### config.mk
export PLATFORM = sky130hd
export DESIGN_NAME = mem_byte_arbiter
export DESIGN_NICKNAME = d
export VERILOG_FILES = /design/src/rtl/mem_byte_arbiter.sv
export SDC_FILE = /design/constraint.sdc
export NUM_CORES = 1
export LEC_CHECK = 0
export ABC_CLOCK_PERIOD_IN_PS = 5550
export CORE_MARGIN = 2
export CORE_UTILIZATION = 47
export CTS_BUF_LIST = sky130_fd_sc_hd__clkbuf_4
export DETAILED_ROUTE_END_ITERATION = 16
export PLACE_DENSITY = 0.79
export SLEW_MARGIN = 20
export SYNTH_ARGS = -nofsm -noshare
export SYNTH_HDL_FRONTEND = slang
export SYNTH_SLANG_ARGS = --single-unit
### constraint.sdc
create_clock -name clk -period 5.55 [get_ports clk]
set_input_delay 1.11 -clock clk [delete_from_list [all_inputs] [get_ports clk]]
set_output_delay 1.11 -clock clk [all_outputs]
set_load 0.01 [all_outputs]
### src/rtl/mem_byte_arbiter.sv
// Arbitrates a single-port byte-wide memory between the fetch (I) and load/store (D)
// ports; each grant becomes four byte beats assembled big-endian into a word.
//   state   | meaning
//   IDLE    | waiting for a request, round-robin grant on tie
//   XFER    | four byte beats at latched address + beat
//   DONE    | one-cycle done pulse, owner rdata valid
module mem_byte_arbiter #(
   parameter int ADDR_WIDTH = 12,
   parameter int DATA_WIDTH = 32
) (
   input  logic                  clk,
   input  logic                  rst,
   input  logic                  i_req,
   input  logic [ADDR_WIDTH-1:0] i_addr,
   output logic [DATA_WIDTH-1:0] i_rdata,
   output logic                  i_done,
   input  logic                  d_req,
   input  logic                  d_we,
   input  logic [ADDR_WIDTH-1:0] d_addr,
   input  logic [DATA_WIDTH-1:0] d_wdata,
   input  logic [3:0]            d_wmask,
   output logic [DATA_WIDTH-1:0] d_rdata,
   output logic                  d_done,
   output logic [ADDR_WIDTH-1:0] mem_addr,
   output logic                  mem_we,
   output logic [7:0]            mem_wdata,
   input  logic [7:0]            mem_rdata,
   output logic                  busy
);

   typedef enum logic [1:0] {
      ST_IDLE = 2'd0,
      ST_XFER = 2'd1,
      ST_DONE = 2'd2
   } state_t;

   localparam int SHW = DATA_WIDTH - 8;

   state_t                state_q, state_d;
   logic [1:0]            beat_q, beat_d;
   logic                  last_d_q, last_d_d;
   logic                  own_d_q, own_d_d;
   logic [ADDR_WIDTH-1:0] addr_q, addr_d;
   logic                  we_q, we_d;
   logic [DATA_WIDTH-1:0] wdata_q, wdata_d;
   logic [3:0]            wmask_q, wmask_d;
   logic [SHW-1:0]        shadow_q, shadow_d;
   logic [DATA_WIDTH-1:0] i_rdata_q, i_rdata_d;
   logic [DATA_WIDTH-1:0] d_rdata_q, d_rdata_d;
   logic                  i_done_q, i_done_d;
   logic                  d_done_q, d_done_d;
   logic [ADDR_WIDTH-1:0] mem_addr_q, mem_addr_d;
   logic                  mem_we_q, mem_we_d;
   logic [7:0]            mem_wdata_q, mem_wdata_d;
   logic                  busy_q, busy_d;
   logic                  grant_dport;
   logic [1:0]            beat_nx;

   function automatic logic [7:0] word_byte(input logic [DATA_WIDTH-1:0] w, input logic [1:0] k);
      case (k)
         2'd0:    word_byte = w[DATA_WIDTH-1  -: 8];
         2'd1:    word_byte = w[DATA_WIDTH-9  -: 8];
         2'd2:    word_byte = w[DATA_WIDTH-17 -: 8];
         default: word_byte = w[DATA_WIDTH-25 -: 8];
      endcase
   endfunction

   // memory-side outputs are registered one beat ahead so they are glitch-free
   // for the whole beat; mem_rdata is then captured at the edge ending the beat
   always_comb begin
      state_d     = state_q;
      beat_d      = beat_q;
      last_d_d    = last_d_q;
      own_d_d     = own_d_q;
      addr_d      = addr_q;
      we_d        = we_q;
      wdata_d     = wdata_q;
      wmask_d     = wmask_q;
      shadow_d    = shadow_q;
      i_rdata_d   = i_rdata_q;
      d_rdata_d   = d_rdata_q;
      i_done_d    = 1'b0;
      d_done_d    = 1'b0;
      mem_addr_d  = '0;
      mem_we_d    = 1'b0;
      mem_wdata_d = '0;
      busy_d      = 1'b0;
      grant_dport = 1'b0;
      beat_nx     = beat_q + 2'd1;

      case (state_q)
         ST_IDLE: begin
            if (i_req || d_req) begin
               grant_dport = d_req && (!i_req || !last_d_q);
               own_d_d     = grant_dport;
               last_d_d    = grant_dport;
               addr_d      = grant_dport ? d_addr : i_addr;
               we_d        = grant_dport && d_we;
               wdata_d     = d_wdata;
               wmask_d     = d_wmask;
               beat_d      = 2'd0;
               state_d     = ST_XFER;
               busy_d      = 1'b1;
               mem_addr_d  = addr_d;
               mem_we_d    = we_d && d_wmask[3];
               mem_wdata_d = we_d ? word_byte(d_wdata, 2'd0) : 8'h00;
            end
         end
         ST_XFER: begin
            busy_d = 1'b1;
            if (!we_q) shadow_d = {shadow_q[SHW-9:0], mem_rdata};
            if (beat_q == 2'd3) begin
               state_d = ST_DONE;
               if (own_d_q) begin
                  d_done_d = 1'b1;
                  if (!we_q) d_rdata_d = {shadow_q, mem_rdata};
               end else begin
                  i_done_d  = 1'b1;
                  i_rdata_d = {shadow_q, mem_rdata};
               end
            end else begin
               beat_d      = beat_nx;
               mem_addr_d  = addr_q + ADDR_WIDTH'(beat_nx);
               mem_we_d    = we_q && wmask_q[2'd3 - beat_nx];
               mem_wdata_d = we_q ? word_byte(wdata_q, beat_nx) : 8'h00;
            end
         end
         ST_DONE: state_d = ST_IDLE;
         default: state_d = ST_IDLE;
      endcase
   end

   always_ff @(posedge clk or posedge rst) begin
      if (rst) begin
         state_q     <= ST_IDLE;
         beat_q      <= 2'd0;
         last_d_q    <= 1'b0;
         own_d_q     <= 1'b0;
         addr_q      <= '0;
         we_q        <= 1'b0;
         wdata_q     <= '0;
         wmask_q     <= 4'd0;
         shadow_q    <= '0;
         i_rdata_q   <= '0;
         d_rdata_q   <= '0;
         i_done_q    <= 1'b0;
         d_done_q    <= 1'b0;
         mem_addr_q  <= '0;
         mem_we_q    <= 1'b0;
         mem_wdata_q <= 8'h00;
         busy_q      <= 1'b0;
      end else begin
         state_q     <= state_d;
         beat_q      <= beat_d;
         last_d_q    <= last_d_d;
         own_d_q     <= own_d_d;
         addr_q      <= addr_d;
         we_q        <= we_d;
         wdata_q     <= wdata_d;
         wmask_q     <= wmask_d;
         shadow_q    <= shadow_d;
         i_rdata_q   <= i_rdata_d;
         d_rdata_q   <= d_rdata_d;
         i_done_q    <= i_done_d;
         d_done_q    <= d_done_d;
         mem_addr_q  <= mem_addr_d;
         mem_we_q    <= mem_we_d;
         mem_wdata_q <= mem_wdata_d;
         busy_q      <= busy_d;
      end
   end

   assign i_rdata   = i_rdata_q;
   assign i_done    = i_done_q;
   assign d_rdata   = d_rdata_q;
   assign d_done    = d_done_q;
   assign mem_addr  = mem_addr_q;
   assign mem_we    = mem_we_q;
   assign mem_wdata = mem_wdata_q;
   assign busy      = busy_q;

endmodule

==> impl_metrics.xml, run 1 <==
<?xml version="1.0" encoding="UTF-8"?>
<metrics>
  <group name="timing">
    <metric name="slew_headroom" unit="">0.341</metric>
    <metric name="timing.final.crit_share" unit="">0.514</metric>
    <metric name="setup-tns-final" unit="ns">0</metric>
    <metric name="fin_worst_hold_slack" unit="ns">0.511</metric>
    <metric name="setup_violations" unit="">0</metric>
    <metric name="worst-slew-pin-transition" unit="ns">0.984</metric>
    <metric name="timing.fmax" unit="MHz">351</metric>
    <metric name="final_max_slew_viol_count" unit="">0</metric>
    <metric name="rsz0062_at_grt" unit="">no</metric>
    <metric name="worst_clock_skew" unit="ns">0.0203</metric>
    <metric name="finalHoldViolCount" unit="">0</metric>
    <metric name="post-route-worst-setup-slack" unit="ns">2.70</metric>
    <metric name="final_period_minus_worst_setup_slack" unit="ns">2.85</metric>
  </group>
  <group name="power_and_ir_drop">
    <metric name="leakagePower" unit="µW">0.00389</metric>
    <metric name="design_power_total" unit="µW">5130</metric>
    <metric name="power_density" unit="mW/mm²">571</metric>
    <metric name="irDropWorstVdd" unit="mV">0.266</metric>
  </group>
  <group name="yosys">
    <metric name="syn_area" unit="mm²">0.00702</metric>
    <metric name="synth.avg_cell_area" unit="µm²">15.2</metric>
    <metric name="async_reset_ff_frac" unit="">1.00</metric>
    <metric name="postSynthCellCount" unit="">462</metric>
    <metric name="yosys.area.top_type_share" unit="">0.592</metric>
    <metric name="netlist_top_cells_area" unit="">sky130_fd_sc_hd__dfrtp_1 (59%), sky130_fd_sc_hd__mux2_4 (13%), sky130_fd_sc_hd__mux2_2 (10%), sky130_fd_sc_hd__mux2i_1 (1.9%), sky130_fd_sc_hd__nand2_1 (1.4%)</metric>
    <metric name="synth_fa_ha_area_frac" unit="">0.0153</metric>
    <metric name="yosys_most_used_dff" unit="">sky130_fd_sc_hd__dfrtp_1</metric>
    <metric name="synth_xor_area_frac" unit="">0.0125</metric>
    <metric name="post_synth_edffs" unit="">0</metric>
    <metric name="post_synth_and_or_nand_nor_area_fraction" unit="">0.0392</metric>
    <metric name="postSynthNetCount" unit="">543</metric>
    <metric name="multiplexer_fraction_of_the_synthesized_cell_area" unit="">0.252</metric>
    <metric name="ys_seq_area_frac" unit="">0.592</metric>
    <metric name="synthesis.yosys.warnings" unit="">0</metric>
    <metric name="combinational_family_with_the_most_area_after_synthesis" unit="">multiplexers</metric>
    <metric name="yosysUniqueCellTypes" unit="">41</metric>
    <metric name="yosys_register_bits" unit="">166</metric>
    <metric name="synth_compound_area_frac" unit="">0.0540</metric>
    <metric name="synth_largest_area_cell" unit="">sky130_fd_sc_hd__dfrtp_1</metric>
  </group>
  <group name="route">
    <metric name="drt_iter0_drc" unit="">230</metric>
    <metric name="routed_wirelength" unit="µm">14500</metric>
    <metric name="final_antenna_net_count" unit="">0</metric>
    <metric name="post_drt_via_cell_ratio" unit="">5.25</metric>
    <metric name="dr.pass1.iters" unit="">5</metric>
    <metric name="wl_per_cell" unit="µm">17.7</metric>
    <metric name="drc_errors" unit="">0</metric>
    <metric name="detailroute.via_count" unit="">4303</metric>
  </group>
  <group name="clock_tree">
    <metric name="clock-root-buffer" unit="">sky130_fd_sc_hd__clkbuf_4</metric>
    <metric name="cts-resized-gates" unit="">0</metric>
    <metric name="worst_setup_hold_path_clk_slew" unit="ns">0.14</metric>
    <metric name="clkSinkCount" unit="">166</metric>
    <metric name="cts.hold.buffers_added" unit="">0</metric>
    <metric name="cts-buffers-inserted" unit="">17</metric>
    <metric name="worst_skew_pair.late_latency" unit="ns">0.56</metric>
    <metric name="postCtsSetupRepairBufs" unit="">0</metric>
    <metric name="cts_h_tree_depth" unit="">4</metric>
    <metric name="largest_buffer_count_on_any_clock_path" unit="">2</metric>
    <metric name="tritoncts" unit="">built</metric>
  </group>
  <group name="critical_path">
    <metric name="timing.critical_path.max_delay_family" unit="">buffers and inverters</metric>
    <metric name="worst_ep_required_time" unit="ns">6.01</metric>
    <metric name="setup.worst_path.class" unit="">in2reg</metric>
    <metric name="worst-path-buf-inv" unit="">2</metric>
    <metric name="critPathArrivalTime" unit="ns">3.31</metric>
    <metric name="crit_fanout" unit="">43</metric>
    <metric name="crit_chain" unit="">clkdlybuf4s50_1 -&gt; o21ai_4 -&gt; buf_4 -&gt; mux2_2</metric>
    <metric name="start_kind" unit="">input port</metric>
    <metric name="crit_path_max_incr_delay" unit="ns">0.81</metric>
    <metric name="cp-end-kind" unit="">register</metric>
    <metric name="worst_path_max_delay_cell" unit="">sky130_fd_sc_hd__o21ai_4</metric>
  </group>
  <group name="run_status">
    <metric name="run_status" unit="">complete, no violations</metric>
  </group>
  <group name="layout">
    <metric name="antenna_cells_inserted" unit="">0</metric>
    <metric name="filler_cell_count" unit="">1102</metric>
    <metric name="post_route_cells_drive_above_1_share" unit="">0.270</metric>
    <metric name="area_delta_synth_final" unit="%">28.0</metric>
    <metric name="layout.cells.most_common_list" unit="">sky130_fd_sc_hd__dfrtp_1 (166), sky130_fd_sc_hd__clkdlybuf4s50_1 (160), sky130_fd_sc_hd__mux2_2 (65), sky130_fd_sc_hd__mux2_4 (59), sky130_fd_sc_hd__nand2_1 (27)</metric>
    <metric name="final_area" unit="mm²">0.00898</metric>
    <metric name="final_common_cell" unit="">sky130_fd_sc_hd__dfrtp_1</metric>
    <metric name="number_of_nets_in_the_layout" unit="">704</metric>
  </group>
  <group name="floorplanning">
    <metric name="placementRows" unit="">44</metric>
    <metric name="fp.dieArea" unit="mm²">0.0159</metric>
    <metric name="initial_core_util" unit="">0.481</metric>
    <metric name="die_x" unit="µm">126</metric>
    <metric name="boundaryPins" unit="">161</metric>
    <metric name="floorplan.die.height" unit="µm">126</metric>
    <metric name="core_ar" unit="mm²">0.0146</metric>
  </group>
  <group name="grt">
    <metric name="vias_in_the_first_global_route" unit="">4659</metric>
    <metric name="grt_max_degree" unit="">78</metric>
    <metric name="antenna_found_initial" unit="">0</metric>
    <metric name="grt_remaining_overflow" unit="">0</metric>
    <metric name="global_route.usage.total" unit="">0.192</metric>
    <metric name="grt_pass1_wl" unit="µm">24000</metric>
  </group>
  <group name="run">
    <metric name="maxcap_violations" unit="">0</metric>
  </group>
  <group name="place">
    <metric name="place_area" unit="mm²">0.00871</metric>
    <metric name="dp_worst_setup_slack" unit="ns">2.08</metric>
    <metric name="routabilityCongestion" unit="">0.787</metric>
    <metric name="place.port_buffers" unit="">160</metric>
    <metric name="post-dp-hpwl" unit="µm">10200</metric>
  </group>
  <group name="worst_hold_path">
    <metric name="holdCritPathClass" unit="">reg2reg</metric>
  </group>
</metrics>
-- report_power, final --
| part | switching, µW | total, µW | internal [µW] |
|---|---|---|---|
| Sequential | 415 | 2210 | 1790 |
| Combinational | 875 | 2280 | 1400 |
| Clock | 422 | 645 | 224 |
| Total | 1710 | 5130 | 3420 |
-- worst paths after layout --
| kind | slack (ns) | cells after the start | endpoint | from |
|---|---|---|---|---|
| max | 2.70 | 4 | wmask_q[1] | i_req |
| min | 0.51 | 1 | addr_q[0] | addr_q[0] |
| max reg2reg | 3.16 | 8 | mem_addr[10] | beat_q[0] |
| min reg2reg | 0.51 | 1 | addr_q[0] | addr_q[0] |
| max in group asynchronous | 3.74 | 4 | mem_addr[10] | rst |
| min in group asynchronous | 0.87 | 2 | d_rdata[4] | rst |
-- synthesized netlist by cell type, types with 4 or more instances --
cell / count
sky130_fd_sc_hd__a222oi_1: 8
sky130_fd_sc_hd__a22o_1: 9
sky130_fd_sc_hd__buf_2: 7
sky130_fd_sc_hd__buf_6: 8
sky130_fd_sc_hd__dfrtp_1: 166
sky130_fd_sc_hd__ha_1: 7
sky130_fd_sc_hd__inv_1: 6
sky130_fd_sc_hd__mux2_2: 65
sky130_fd_sc_hd__mux2_4: 59
sky130_fd_sc_hd__mux2i_1: 13
sky130_fd_sc_hd__nand2_1: 27
sky130_fd_sc_hd__nor2_1: 5
sky130_fd_sc_hd__o21ai_0: 20
sky130_fd_sc_hd__o22ai_1: 11
sky130_fd_sc_hd__xnor2_1: 6
sky130_fd_sc_hd__xor2_1: 4
-- area by class of cell --
class	instances	area, µm²	share of cell area
tap	184	230	0.0256
clock buffer	17	128	0.0142
clock inverter	15	129	0.0143
multi-input combinational	264	2630	0.293
inverter	6	26.3	0.00292
sequential	166	4150	0.462
timing repair buffer	168	1690	0.188
-- metal layers --
metal | global-route usage | part of all wire | up-vias
met5 | 0 | 0 | -
met4 | 0.0517 | 0.010 | 0
met3 | 0.0527 | 0.053 | 13
met2 | 0.326 | 0.51 | 140
met1 | 0.242 | 0.42 | 2177
li1 | - | - | 1973
-- cell families after synthesis --
| family | Yosys count |
|---|---|
| AO/OA/AOI/OAI | 56 |
| XOR/XNOR | 10 |
| adder cells (fa/ha/maj) | 8 |
| buffers and inverters | 32 |
| flip-flops | 166 |
| multiplexers | 138 |
| AND/OR/NAND/NOR | 52 |
-- through the flow --
step | cells | utilization
global placement | 787 | 0.597
detailed placement | 787 | 0.597
CTS | 819 | 0.614
global route | 820 | 0.616
finish | 820 | 0.616
floorplan | 462 | -
-- registers in the layout (all words and copies together) (netlist names), 2 cells and up --
| name | cells |
|---|---|
| addr_q | 12 |
| mem_wdata | 8 |
| shadow_q | 24 |
| beat_q | 2 |
| state_q | 2 |
| d_rdata | 32 |
| wdata_q | 32 |
| wmask_q | 4 |
| mem_addr | 12 |
| i_rdata | 32 |
(Power assumes the default switching activity.)
==> run 2: changes to the inputs <==
- ABC_CLOCK_PERIOD_IN_PS: 5550 -> 2800
- CORE_UTILIZATION: 47 -> 52
- PLACE_DENSITY: 0.79 -> 0.82
- clock period: 5.55 -> 2.8 ns (I/O delays scaled with it)
==> impl_metrics.xml, run 2 (synthesis gave the netlist of run 1 again) <==
<?xml version="1.0" encoding="UTF-8"?>
<metrics>
  <group name="clock_tree">
    <metric name="clkSinkCount" unit="">166</metric>
    <metric name="cts_h_tree_depth" unit="">4</metric>
    <metric name="worst_skew_pair.late_latency" unit="ns">0.56</metric>
    <metric name="clock-root-buffer" unit="">sky130_fd_sc_hd__clkbuf_4</metric>
    <metric name="postCtsSetupRepairBufs" unit="">0</metric>
    <metric name="cts-buffers-inserted" unit="">17</metric>
    <metric name="cts.hold.buffers_added" unit="">0</metric>
    <metric name="worst_setup_hold_path_clk_slew" unit="ns">0.13</metric>
    <metric name="tritoncts" unit="">built</metric>
    <metric name="cts-resized-gates" unit="">0</metric>
    <metric name="largest_buffer_count_on_any_clock_path" unit="">2</metric>
  </group>
  <group name="timing">
    <metric name="slew_headroom" unit="">0.646</metric>
    <metric name="fin_worst_hold_slack" unit="ns">0.506</metric>
    <metric name="worst_clock_skew" unit="ns">0.0183</metric>
    <metric name="final_period_minus_worst_setup_slack" unit="ns">2.31</metric>
    <metric name="worst-slew-pin-transition" unit="ns">0.530</metric>
    <metric name="setup_violations" unit="">0</metric>
    <metric name="final_max_slew_viol_count" unit="">0</metric>
    <metric name="timing.final.crit_share" unit="">0.826</metric>
    <metric name="post-route-worst-setup-slack" unit="ns">0.487</metric>
    <metric name="rsz0062_at_grt" unit="">no</metric>
    <metric name="finalHoldViolCount" unit="">0</metric>
    <metric name="timing.fmax" unit="MHz">432</metric>
    <metric name="setup-tns-final" unit="ns">0</metric>
  </group>
  <group name="layout">
    <metric name="layout.cells.most_common_list" unit="">sky130_fd_sc_hd__dfrtp_1 (166), sky130_fd_sc_hd__clkdlybuf4s50_1 (160), sky130_fd_sc_hd__mux2_2 (65), sky130_fd_sc_hd__mux2_4 (59), sky130_fd_sc_hd__nand2_1 (27)</metric>
    <metric name="area_delta_synth_final" unit="%">28.4</metric>
    <metric name="final_common_cell" unit="">sky130_fd_sc_hd__dfrtp_1</metric>
    <metric name="post_route_cells_drive_above_1_share" unit="">0.269</metric>
    <metric name="filler_cell_count" unit="">958</metric>
    <metric name="multi_input_area" unit="mm²">0.00263</metric>
    <metric name="register_area" unit="mm²">0.00415</metric>
    <metric name="postLayoutCoreUtil" unit="">0.684</metric>
    <metric name="antenna_cells_inserted" unit="">0</metric>
    <metric name="number_of_nets_in_the_layout" unit="">707</metric>
  </group>
  <group name="route">
    <metric name="dr.pass1.iters" unit="">6</metric>
    <metric name="detailroute.via_count" unit="">4353</metric>
    <metric name="post_drt_via_cell_ratio" unit="">5.34</metric>
    <metric name="routed_wirelength" unit="µm">14300</metric>
    <metric name="final_antenna_net_count" unit="">0</metric>
    <metric name="detailroute.wirelength.met3" unit="µm">899</metric>
    <metric name="drc_errors" unit="">0</metric>
    <metric name="met2RoutedLength" unit="µm">7160</metric>
    <metric name="drt_iter0_drc" unit="">320</metric>
    <metric name="route.top_layer_used" unit="">met4</metric>
    <metric name="routedLengthMet1" unit="µm">6040</metric>
    <metric name="wl_per_cell" unit="µm">17.5</metric>
  </group>
  <group name="grt">
    <metric name="antenna_found_initial" unit="">0</metric>
    <metric name="grt_remaining_overflow" unit="">0</metric>
    <metric name="global_route.usage.total" unit="">0.211</metric>
    <metric name="grt_pass1_wl" unit="µm">23700</metric>
    <metric name="vias_in_the_first_global_route" unit="">4544</metric>
    <metric name="grt_max_degree" unit="">92</metric>
  </group>
  <group name="critical_path">
    <metric name="setup.worst_path.class" unit="">reg2reg</metric>
    <metric name="reg2reg_slack" unit="ns">0.49</metric>
    <metric name="cp-end-kind" unit="">register</metric>
    <metric name="start_kind" unit="">register</metric>
    <metric name="crit_fanout" unit="">7</metric>
    <metric name="critPathArrivalTime" unit="ns">2.72</metric>
    <metric name="worst_ep_required_time" unit="ns">3.21</metric>
  </group>
  <group name="power_and_ir_drop">
    <metric name="power.switching" unit="µW">3360</metric>
    <metric name="swShare" unit="">0.329</metric>
    <metric name="leakagePower" unit="µW">0.00391</metric>
    <metric name="power.share.clock" unit="">0.121</metric>
    <metric name="irDropWorstVdd" unit="mV">0.549</metric>
    <metric name="comb_power_share" unit="">0.451</metric>
    <metric name="seq_power_share" unit="">0.428</metric>
    <metric name="cell_internal_pwr" unit="µW">6850</metric>
    <metric name="power_density" unit="mW/mm²">1130</metric>
  </group>
  <group name="place">
    <metric name="dp_worst_setup_slack" unit="ns">0.517</metric>
    <metric name="place.port_buffers" unit="">160</metric>
    <metric name="routabilityCongestion" unit="">0.839</metric>
    <metric name="post-dp-hpwl" unit="µm">9990</metric>
  </group>
  <group name="run">
    <metric name="maxcap_violations" unit="">0</metric>
  </group>
  <group name="floorplanning">
    <metric name="core_ar" unit="mm²">0.0132</metric>
    <metric name="floorplan.die.height" unit="µm">120</metric>
    <metric name="placementRows" unit="">42</metric>
    <metric name="die_x" unit="µm">120</metric>
    <metric name="boundaryPins" unit="">161</metric>
    <metric name="fp.dieArea" unit="mm²">0.0144</metric>
    <metric name="initial_core_util" unit="">0.532</metric>
  </group>
  <group name="run_status">
    <metric name="run_status" unit="">complete, no violations</metric>
  </group>
  <group name="worst_hold_path">
    <metric name="holdCritPathClass" unit="">in2async</metric>
  </group>
</metrics>
==> run 2: cell count changes in the layout (fill, tap and decap cells not counted) <==
| cell | before | now |
|---|---|---|
| sky130_fd_sc_hd__inv_6 | 4 | 0 |
| sky130_fd_sc_hd__buf_12 | 2 | 5 |
| sky130_fd_sc_hd__clkbuf_4 | 17 | 20 |
| sky130_fd_sc_hd__clkinv_1 | 1 | 4 |
| sky130_fd_sc_hd__clkinv_4 | 2 | 0 |
==> run 2: power groups by stage <==
stage               combinational, µW  clock, µW  sequential (µW)
floorplan                        2640          0             4460
global placement                 4510          0             4360
finish                           4600       1230             4370
detailed placement               4630          0             4430
CTS                              4650       1270             4380
global route                     4970       1380             4520
==> run 2: per-stage QoR <==
step / cells / instance area (µm²) / power (µW)
finish: 815 / 9020 / 10200
global route: 815 / 9020 / 10900
CTS: 815 / 9020 / 10300
detailed placement: 783 / 8780 / 9060
global placement: 783 / 8780 / 8870
floorplan: 462 / 7020 / 7100
==> run 2: path summary, 6_finish.rpt <==
kind / startpoint / endpoint / depth (start not counted)
min in group clk: addr_q[0] / addr_q[0] / 1
min: rst / addr_q[8] / 3
max: beat_q[0] / mem_addr[10] / 8
min reg2reg: addr_q[0] / addr_q[0] / 1
max in group asynchronous: rst / shadow_q[11] / 3
max reg2reg: beat_q[0] / mem_addr[10] / 8
==> run 2: routing by layer <==
metal  GRT usage  vias to the layer above
met5           0                        -
met4      0.0676                        0
met3      0.0528                       19
met2       0.346                      155
met1       0.278                     2200
li1            -                     1979
==> run 2: cell type report <==
class                   instances  area share
clock buffers                  20      0.0167
multi-input cells             264       0.292
repair buffers                171       0.194
inverters                       6     0.00291
flip-flops and latches        166       0.461
well taps                     176      0.0244
clock inverters                12     0.00971
==> run 2: critical path: stages (launching register included) <==
cell,delay (ns)
sky130_fd_sc_hd__dfrtp_1,0.50
sky130_fd_sc_hd__inv_1,0.13
sky130_fd_sc_hd__ha_1,0.37
sky130_fd_sc_hd__inv_1,0.07
sky130_fd_sc_hd__fa_1,0.44
sky130_fd_sc_hd__and4b_1,0.31
sky130_fd_sc_hd__nand4_1,0.11
sky130_fd_sc_hd__xor2_1,0.14
sky130_fd_sc_hd__o22ai_1,0.09
